===== config.mk =====
export PLATFORM = sky130hd
export DESIGN_NAME = exe_stage
export DESIGN_NICKNAME = d
export VERILOG_FILES = /design/src/rtl/exe_stage_pkg.sv /design/src/rtl/exe_stage_alu.sv /design/src/rtl/exe_stage.sv
export SDC_FILE = /design/constraint.sdc
export NUM_CORES = 1
export LEC_CHECK = 0
export ABC_AREA = 1
export BUFFER_PORTS_ARGS = -buffer_cell sky130_fd_sc_hd__buf_2
export CAP_MARGIN = 20
export CORE_ASPECT_RATIO = 0.6
export CORE_UTILIZATION = 35
export DETAILED_ROUTE_END_ITERATION = 10
export PLACE_DENSITY = 0.56
export SETUP_SLACK_MARGIN = 0.15
export SLEW_MARGIN = 20
export SYNTH_ARGS = -nofsm -noshare
export SYNTH_HDL_FRONTEND = slang
export SYNTH_SLANG_ARGS = --single-unit

===== constraint.sdc =====
create_clock -name clk -period 4.9 [get_ports clk]
set_input_delay 0.98 -clock clk [delete_from_list [all_inputs] [get_ports clk]]
set_output_delay 0.98 -clock clk [all_outputs]
set_load 0.05 [all_outputs]

===== src/rtl/exe_stage_pkg.sv =====
// Shared definitions for the execute stage: ALU opcode bit positions,
// the decode-to-execute field bundle and the inter-stage bus widths.
package exe_stage_pkg;

    localparam int ALU_OP_WD = 13;

    localparam int OP_SLTU = 0;
    localparam int OP_OR   = 1;
    localparam int OP_ADD  = 2;
    localparam int OP_SLL  = 3;
    localparam int OP_LUI  = 4;
    localparam int OP_SUB  = 6;
    localparam int OP_SLT  = 7;
    localparam int OP_AND  = 8;
    localparam int OP_XOR  = 9;
    localparam int OP_NOR  = 10;
    localparam int OP_SRL  = 11;
    localparam int OP_SRA  = 12;

    typedef struct packed {
        logic [31:0]          pc;
        logic [ALU_OP_WD-1:0] alu_op;
        logic [31:0]          src1;
        logic [31:0]          src2;
        logic [4:0]           dest;
        logic                 gr_we;
        logic                 mem_re;
        logic                 mem_we;
        logic                 ov_check;
        logic [31:0]          store_data;
    } ds_to_es_bus_t;

    localparam int DS_TO_ES_BUS_WD = $bits(ds_to_es_bus_t);
    // pc + result + dest + gr_we + mem_re + ex
    localparam int ES_TO_MS_BUS_WD = 32 + 32 + 5 + 1 + 1 + 1;

endpackage


===== src/rtl/exe_stage_alu.sv =====
// Combinational MIPS ALU driven by a one-hot opcode; flags signed overflow
// for ADD and SUB so the stage can trap when the instruction asks for it.
module alu
    import exe_stage_pkg::*;
(
    input  logic [ALU_OP_WD-1:0] aluop,
    input  logic [31:0]          vsrc1,
    input  logic [31:0]          vsrc2,
    output logic [31:0]          result,
    output logic                 overflow
);

    logic        adder_sub;
    logic [31:0] adder_b;
    logic [32:0] adder_sum;
    logic        slt_res;
    logic        sltu_res;
    logic [31:0] sll_res;
    logic [31:0] srl_res;
    logic [31:0] sra_res;
    logic [31:0] lui_res;
    logic        unused_op;

    assign unused_op = aluop[5];

    // SUB, SLT and SLTU share one adder fed with the inverted second operand.
    assign adder_sub = aluop[OP_SUB] | aluop[OP_SLT] | aluop[OP_SLTU];
    assign adder_b   = adder_sub ? ~vsrc2 : vsrc2;
    assign adder_sum = {1'b0, vsrc1} + {1'b0, adder_b} + {32'd0, adder_sub};

    assign slt_res  = (vsrc1[31] & ~vsrc2[31])
                    | (~(vsrc1[31] ^ vsrc2[31]) & adder_sum[31]);
    assign sltu_res = ~adder_sum[32];

    assign sll_res = vsrc1 << vsrc2[4:0];
    assign srl_res = vsrc1 >> vsrc2[4:0];
    assign sra_res = $signed(vsrc1) >>> vsrc2[4:0];
    assign lui_res = {vsrc2[15:0], 16'd0};

    assign overflow = (aluop[OP_ADD] | aluop[OP_SUB])
                    & ~(vsrc1[31] ^ adder_b[31])
                    & (adder_sum[31] ^ vsrc1[31]);

    assign result = ({32{aluop[OP_ADD] | aluop[OP_SUB]}} & adder_sum[31:0])
                  | ({32{aluop[OP_SLT]}}  & {31'd0, slt_res})
                  | ({32{aluop[OP_SLTU]}} & {31'd0, sltu_res})
                  | ({32{aluop[OP_AND]}}  & (vsrc1 & vsrc2))
                  | ({32{aluop[OP_OR]}}   & (vsrc1 | vsrc2))
                  | ({32{aluop[OP_XOR]}}  & (vsrc1 ^ vsrc2))
                  | ({32{aluop[OP_NOR]}}  & ~(vsrc1 | vsrc2))
                  | ({32{aluop[OP_SLL]}}  & sll_res)
                  | ({32{aluop[OP_SRL]}}  & srl_res)
                  | ({32{aluop[OP_SRA]}}  & sra_res)
                  | ({32{aluop[OP_LUI]}}  & lui_res);

endmodule


===== src/rtl/exe_stage.sv =====
// Execute stage of the 5-stage MIPS pipeline: one-entry handshaked register,
// ALU, overflow trap, data-SRAM request and a forwarding tap for decode.
module exe_stage
    import exe_stage_pkg::*;
(
    input  logic                 clk,
    input  logic                 resetn,
    input  logic                 flush,
    input  logic                 ds_to_es_valid,
    output logic                 es_allowin,
    input  logic [31:0]          ds_pc,
    input  logic [ALU_OP_WD-1:0] ds_alu_op,
    input  logic [31:0]          ds_src1,
    input  logic [31:0]          ds_src2,
    input  logic [4:0]           ds_dest,
    input  logic                 ds_gr_we,
    input  logic                 ds_mem_re,
    input  logic                 ds_mem_we,
    input  logic                 ds_ov_check,
    input  logic [31:0]          ds_store_data,
    output logic                 es_to_ms_valid,
    input  logic                 ms_allowin,
    output logic [31:0]          es_pc,
    output logic [31:0]          es_result,
    output logic [4:0]           es_dest,
    output logic                 es_gr_we,
    output logic                 es_mem_re,
    output logic                 es_ex,
    output logic                 data_sram_en,
    output logic [3:0]           data_sram_wen,
    output logic [31:0]          data_sram_addr,
    output logic [31:0]          data_sram_wdata,
    output logic                 es_fwd_valid,
    output logic [4:0]           es_fwd_dest,
    output logic [31:0]          es_fwd_data,
    output logic                 es_fwd_is_load
);

    logic          es_valid;
    logic          es_ready_go;
    ds_to_es_bus_t es_bus;
    logic [31:0]   alu_result;
    logic          alu_overflow;

    assign es_ready_go = 1'b1;
    assign es_allowin  = !es_valid || (es_ready_go && ms_allowin);

    // A flush wins over a same-edge capture, so the incoming instruction is dropped.
    always_ff @(posedge clk or negedge resetn) begin
        if (!resetn) begin
            es_valid <= 1'b0;
            es_bus   <= '0;
        end else begin
            if (flush) begin
                es_valid <= 1'b0;
            end else if (es_allowin) begin
                es_valid <= ds_to_es_valid;
            end
            if (ds_to_es_valid && es_allowin && !flush) begin
                es_bus <= '{pc:         ds_pc,
                            alu_op:     ds_alu_op,
                            src1:       ds_src1,
                            src2:       ds_src2,
                            dest:       ds_dest,
                            gr_we:      ds_gr_we,
                            mem_re:     ds_mem_re,
                            mem_we:     ds_mem_we,
                            ov_check:   ds_ov_check,
                            store_data: ds_store_data};
            end
        end
    end

    alu u_alu (
        .aluop    (es_bus.alu_op),
        .vsrc1    (es_bus.src1),
        .vsrc2    (es_bus.src2),
        .result   (alu_result),
        .overflow (alu_overflow)
    );

    assign es_ex          = es_valid && es_bus.ov_check && alu_overflow;
    assign es_to_ms_valid = es_valid && es_ready_go && !flush;

    assign es_pc     = es_bus.pc;
    assign es_result = alu_result;
    assign es_dest   = es_bus.dest;
    assign es_gr_we  = es_valid && es_bus.gr_we && !es_ex;
    assign es_mem_re = es_valid && es_bus.mem_re;

    // The request only goes out when MEM can take the instruction this cycle.
    assign data_sram_en    = es_valid && (es_bus.mem_re || es_bus.mem_we)
                          && ms_allowin && !es_ex && !flush;
    assign data_sram_wen   = (data_sram_en && es_bus.mem_we) ? 4'hf : 4'h0;
    assign data_sram_addr  = alu_result;
    assign data_sram_wdata = es_bus.store_data;

    assign es_fwd_valid   = es_gr_we && (es_bus.dest != 5'd0);
    assign es_fwd_dest    = es_bus.dest;
    assign es_fwd_data    = alu_result;
    assign es_fwd_is_load = es_mem_re;

endmodule


* Word-level counts from Yosys, hierarchy flattened *
Index checks and enable logic that the tools add are counted.

cells by class
  reduce and logical (&&, ||, !) cells = 21
  add/subtract/negate cells = 2
  shift operators = 3
  muxes and demuxes = 4
  bitwise gates (word level) = 41

operator list
  cell                          count
  bitwise OR 32 bit             11
  bitwise AND 32 bit            10
  bitwise AND 32 x 1 -> 32 bit  2
  inverter 32 bit               2
  adder 32 x 32 -> 33 bit       1
  adder 33 x 1 -> 33 bit        1
  two-way mux 32 bit            1
  left shift 32 x 5 -> 32 bit   1
  right shift 32 x 5 -> 32 bit  1
  >>> shifter 32 x 5 -> 32 bit  1
  XOR 32 bit                    1
  logical AND 1 bit             14
  nonzero test 5 bit            1
  bitwise AND 1 bit             4
  two-way mux 4 bit             1
  inverter 1 bit                4
  bitwise OR 1 bit              4
  logical NOT 1 bit             3
  XOR 1 bit                     3
  logical OR 1 bit              2
  two-way mux 1 bit             2
  nonzero test 2 bit            1

storage, ports and cells
  output and inout port bits = 182
  register bits = 151

* Logic depth before layout (Yosys ltp) *
  depth in word-level cells = 18
  depth in mapped cells = 23
  depth with buffers taken out = 20

* Cells and area by module *
From an unflattened synthesis, not the netlist that was laid out.

unflattened totals
  cells, all modules = 2,287
  area, all modules = 14,928.1 µm²

by module, submodules not included
  module     instances  area an instance (µm²)  cells an instance  sequential area each (µm²)
  alu        1          7,857.5                 1,471              0.0
  exe_stage  1          7,070.5                 816                3,778.6

* Worst setup path before layout *
No wires, ideal clock.

  path kind = register to output
  start point = register es_bus[42] (netlist name)
  end point = output data_sram_wen[1]
  cell stages (with the launch flop) = 23
  path slack = 467 ps
  data required time = 3,920 ps
  data arrival time = 3,453 ps
  path buffers = 4
  cells stage by stage = dfrtp_1 buf_2 inv_2 buf_2 buf_2 xor2_1 inv_1 ha_1 nand2_1 inv_1 nand3_2 nand2_2 nand2_1 nand2_2 nand2_1 nand2_2 nand2_2 nand2_1 nand2_1 nand3_2 nand2_1 nor2_1 buf_4

on the way
  cells in the longest elaborated chain, start to end = 12

RTL lines
  element                              RTL line             RTL
  start: declaration                   exe_stage.sv:41      ds_to_es_bus_t es_bus;
  start signal: assignment             exe_stage.sv:60      es_bus <= '{pc: ds_pc,
  inverter 32 bit                      exe_stage_alu.sv:28  assign adder_b = adder_sub ? ~vsrc2 : vsrc2;
  two-way mux 32 bit (*)               exe_stage_alu.sv:28
  adder 32 x 32 -> 33 bit (*)          exe_stage_alu.sv:29  assign adder_sum = {1'b0, vsrc1} + {1'b0, adder_b} + {32'd0, adder_sub};
  adder 33 x 1 -> 33 bit (*)           exe_stage_alu.sv:29
  XOR 1 bit (*)                        exe_stage_alu.sv:42  & (adder_sum[31] ^ vsrc1[31]);
  bitwise AND 1 bit (*)                exe_stage_alu.sv:42
  logical AND 1 bit (*)                exe_stage.sv:82      assign es_ex = es_valid && es_bus.ov_check && alu_overflow;
  logical NOT 1 bit (*)                exe_stage.sv:93      && ms_allowin && !es_ex && !flush;
  logical AND 1 bit (*) (2 in series)  exe_stage.sv:93
  logical AND 1 bit (*)                exe_stage.sv:94      assign data_sram_wen = (data_sram_en && es_bus.mem_we) ? 4'hf : 4'h0;
  two-way mux 4 bit (*)                exe_stage.sv:94
  end: declaration                     exe_stage.sv:30      output logic [3:0] data_sram_wen,

Mark *: on every way between the ends. The rest lies on a longest branch, timed or not.

* Worst setup path after layout *
  start point = register es_bus[41] (netlist name)
  end point = output es_fwd_data[22]

on the way
  cells in the longest elaborated chain, start to end = 15

RTL lines
  element                  RTL line             RTL
  inverter 32 bit          exe_stage_alu.sv:28
  two-way mux 32 bit       exe_stage_alu.sv:28
  adder 32 x 32 -> 33 bit  exe_stage_alu.sv:29
  adder 33 x 1 -> 33 bit   exe_stage_alu.sv:29
  bitwise AND 32 bit       exe_stage_alu.sv:44  assign result = ({32{aluop[OP_ADD] | aluop[OP_SUB]}} & adder_sum[31:0])
  bitwise OR 32 bit        exe_stage_alu.sv:45  | ({32{aluop[OP_SLT]}} & {31'd0, slt_res})
  bitwise OR 32 bit        exe_stage_alu.sv:46  | ({32{aluop[OP_SLTU]}} & {31'd0, sltu_res})
  bitwise OR 32 bit        exe_stage_alu.sv:47  | ({32{aluop[OP_AND]}} & (vsrc1 & vsrc2))
  bitwise OR 32 bit        exe_stage_alu.sv:48  | ({32{aluop[OP_OR]}} & (vsrc1 | vsrc2))
  bitwise OR 32 bit        exe_stage_alu.sv:49  | ({32{aluop[OP_XOR]}} & (vsrc1 ^ vsrc2))
  bitwise OR 32 bit        exe_stage_alu.sv:50  | ({32{aluop[OP_NOR]}} & ~(vsrc1 | vsrc2))
  bitwise OR 32 bit        exe_stage_alu.sv:51  | ({32{aluop[OP_SLL]}} & sll_res)
  bitwise OR 32 bit        exe_stage_alu.sv:52  | ({32{aluop[OP_SRL]}} & srl_res)
  bitwise OR 32 bit (*)    exe_stage_alu.sv:53  | ({32{aluop[OP_SRA]}} & sra_res)
  bitwise OR 32 bit (*)    exe_stage_alu.sv:54  | ({32{aluop[OP_LUI]}} & lui_res);
  end: declaration         exe_stage.sv:35      output logic [31:0] es_fwd_data,

Marked as above.

==> impl_metrics.env <==
export IMPL_hold_viol=0
export IMPL_hpwlAfterDp_mm=53.80
export IMPL_setup_ws_ns=0.2457
export IMPL_synth_ff_type="dfrtp_1"
export IMPL_vias_per_cell=5.570
export IMPL_cts_setup_buffers=0
export IMPL_ys_seq_area_share_pct=25.91
export IMPL_nNetsFinal=2439
export IMPL_fin_crit_sh_pct=94.99
export IMPL_numCtsBuffers=17
export IMPL_first_iter_violations=2104
export IMPL_finalSetupTns_ns=0
export IMPL_mostFrequentLayoutCell="nand2_1"
export IMPL_grt_max_degree=106
export IMPL_overflow=0
export IMPL_critPathMaxFanout=49
export IMPL_clock_path_buffers=2
export IMPL_grt_total_usage_pct=30.96
export IMPL_grt_pass1_wl_mm=94.72
export IMPL_reg2regPathDepth=5
export IMPL_max_freq_mhz=214.9
export IMPL_power_leakage_nw=8.012
export IMPL_async_flop_share_pct=100.0
export IMPL_drv_slew=0
export IMPL_worstSetupStartpointType="register"
export IMPL_gp_congestion=1.046
export IMPL_r2r_end="es_pc[14]"
export IMPL_hold_end="data_sram_wdata[22]"
export IMPL_pre_cts_ws_ns=0.6468
export IMPL_synth_edff_count=0
export IMPL_maxSlewHeadroom_pct=33.68
export IMPL_r2r_start="es_valid"
export IMPL_coreArea_mm2=0.04065
export IMPL_cts_tree="built"
export IMPL_cts_root_buf="clkbuf_16"
export IMPL_synth_top_area_share_pct=25.91
export IMPL_cp_end_kind="output pin"
export IMPL_cap_violations=0
export IMPL_fin_skew_ns=0.01040
export IMPL_clock_latency_ns=0.43
export IMPL_via_count=15180
export IMPL_start_util_pct=35.63
export IMPL_ant_nets=0
export IMPL_fin_crit_ns=4.654
export IMPL_hold_class="register to register"
export IMPL_postCtsResizedCells=0
export IMPL_fp_dieW_um=264.6
export IMPL_synth_seq_cells=150
export IMPL_drive_gt1_share_pct=25.75
export IMPL_clkSinkCount=150
export IMPL_grt_pass1_vias=13830
export IMPL_dieArea_mm2=0.04223
export IMPL_rsz0062_at_grt="true"
export IMPL_wl_per_cell_um=24.46
export IMPL_syn_num_nets=2274
export IMPL_arrival_ns=3.67
export IMPL_synth_distinct_cells=52
export IMPL_clk_pin_slew_ns=0.06
export IMPL_syn_area_mm2=0.01449
export IMPL_worst_pin_slew_ns=0.9948
export IMPL_most_common_layout_cells="nand2_1 (438), buf_2 (320), nor2_1 (184)"
export IMPL_reg2reg_slack_ns=2.56
export IMPL_vdd_ir_drop_max_v=0.0002323
export IMPL_hold_depth=1
export IMPL_min_delay_start="data_sram_wdata[22]"
export IMPL_synth_top_cell_by_area="dfrtp_1"
export IMPL_synthTopCellsByArea="dfrtp_1 (26%), nand2_1 (11%), ha_1 (8.7%)"
export IMPL_syn_inst=2017
export IMPL_synthToLayoutAreaGrowth_pct=13.11
export IMPL_drt_total_wl_mm=66.64
export IMPL_io_pins=337
export IMPL_grt_antenna_before_repair=2
export IMPL_num_antenna_cells=0
export IMPL_finalSetupViolCount=0
export IMPL_drtPass1Iterations=7
export IMPL_powerDensity_mw_per_mm2=475.4
export IMPL_syn_area_per_cell_um2=7.182
export IMPL_htreeDepth=4
export IMPL_status="completed"
export IMPL_std_cell_rows=57
export IMPL_fp_dieH_um=159.6
export IMPL_yosys_warnings=0
export IMPL_worstSetupPathType="register to output pin"
export IMPL_drc=0
export IMPL_portBuffers=335
export IMPL_critPathRequiredTime_ns=3.92
export IMPL_ctsHoldBuffers=0
==> critical path: stages, from the launching register on <==
cell	delay, ns
dfrtp_2	0.37
buf_4	0.33
buf_6	0.43
o21ai_2	0.13
mux2i_1	0.41
o21ai_2	0.14
nand2_1	0.08
nor2_1	0.08
nand2_1	0.06
nand2_1	0.08
a21oi_1	0.49
nand3b_1	0.36
buf_6	0.26
==> state kept, by name, indices dropped and copies added, names as in the netlist <==
name,flops
data_sram_wdata,32
es_bus,80
es_dest,5
es_pc,32
es_valid,1
==> stage by stage <==
step / instance area [µm²] / std cells / utilization (%) / hold slack, ns / power (mW)
floorplan: 14490 / 2017 / - / 0.4803 / 5.011
global placement: 15690 / 2694 / 38.60 / 0.4824 / 6.236
CTS: 16270 / 2725 / 40.03 / 0.5055 / 7.631
global route: 16380 / 2725 / 40.30 / 0.5127 / 8.200
detailed placement: 15690 / 2694 / 38.60 / 0.4867 / 6.259
finish: 16380 / 2725 / 40.30 / 0.5014 / 7.790
==> power breakdown <==
part | internal [mW] | switching, mW | leakage (nW)
clock network | 0.725 | 0.625 | 0.282
logic | 1.31 | 3.39 | 6.03
registers | 1.43 | 0.309 | 1.70
==> Yosys cell counts, types with 7 or more instances <==
cell / n
o2111ai_1: 10
buf_2: 45
nand2_1: 439
ha_1: 101
o221ai_1: 7
o21ai_2: 18
nor2_1: 188
mux2_2: 77
nand3b_1: 8
nand4_1: 13
a31oi_1: 8
nor3_1: 13
a221oi_1: 14
buf_6: 9
nand3_1: 65
mux2i_1: 16
o21ai_1: 81
dfrtp_1: 150
or2_2: 10
o21a_1: 8
a21oi_1: 156
clkbuf_1: 31
buf_4: 148
xor2_1: 32
inv_1: 149
o211ai_1: 37
buf_1: 9
o21ai_0: 101
==> worst max-delay path by stage <==
| stage | startpoint | slack, ns | endpoint | cells past startpoint |
|---|---|---|---|---|
| finish | es_bus[41] | 0.25 | es_fwd_data[22] | 12 |
| global route | es_bus[112] | 0.11 | es_result[27] | 17 |
| CTS | es_bus[112] | 0.15 | data_sram_wen[2] | 17 |
| detailed placement | es_bus[112] | 0.65 | data_sram_wen[3] | 17 |
| global placement | es_bus[112] | 0.67 | data_sram_wen[1] | 17 |
| floorplan | es_bus[42] | 0.47 | data_sram_wen[1] | 22 |
==> metal layers <==
metal	share of wire, %	vias up	track usage, %
li1	-	6963	-
met1	48	7326	48.35
met2	37	842	39.08
met3	14	46	11.97
met4	1.2	2	4.730
met5	0.15	-	1.689
==> kinds of logic (layout without fill, tap and decap cells) <==
group | Yosys count | count (layout) | share of synthesized area [%]
mux | 93 | 93 | 7.092
simple gates | 762 | 762 | 21.57
fa+ha+maj | 102 | 102 | 8.862
xor+xnor | 34 | 34 | 2.056
buf+inv | 398 | 575 | 15.12
compound gates | 478 | 478 | 19.39
flops | 150 | 150 | 25.91
==> layout make-up <==
class	instances	area, µm²
repair buffers	389	2188
well taps	531	664.4
fillers	4289	24270
multi-input cells	1469	8610
clock inverters	14	158.9
clock buffers	17	425.4
flip-flops and latches	150	3756
inverters	155	581.8
Note: power is estimated with default switching activity, not from simulation.
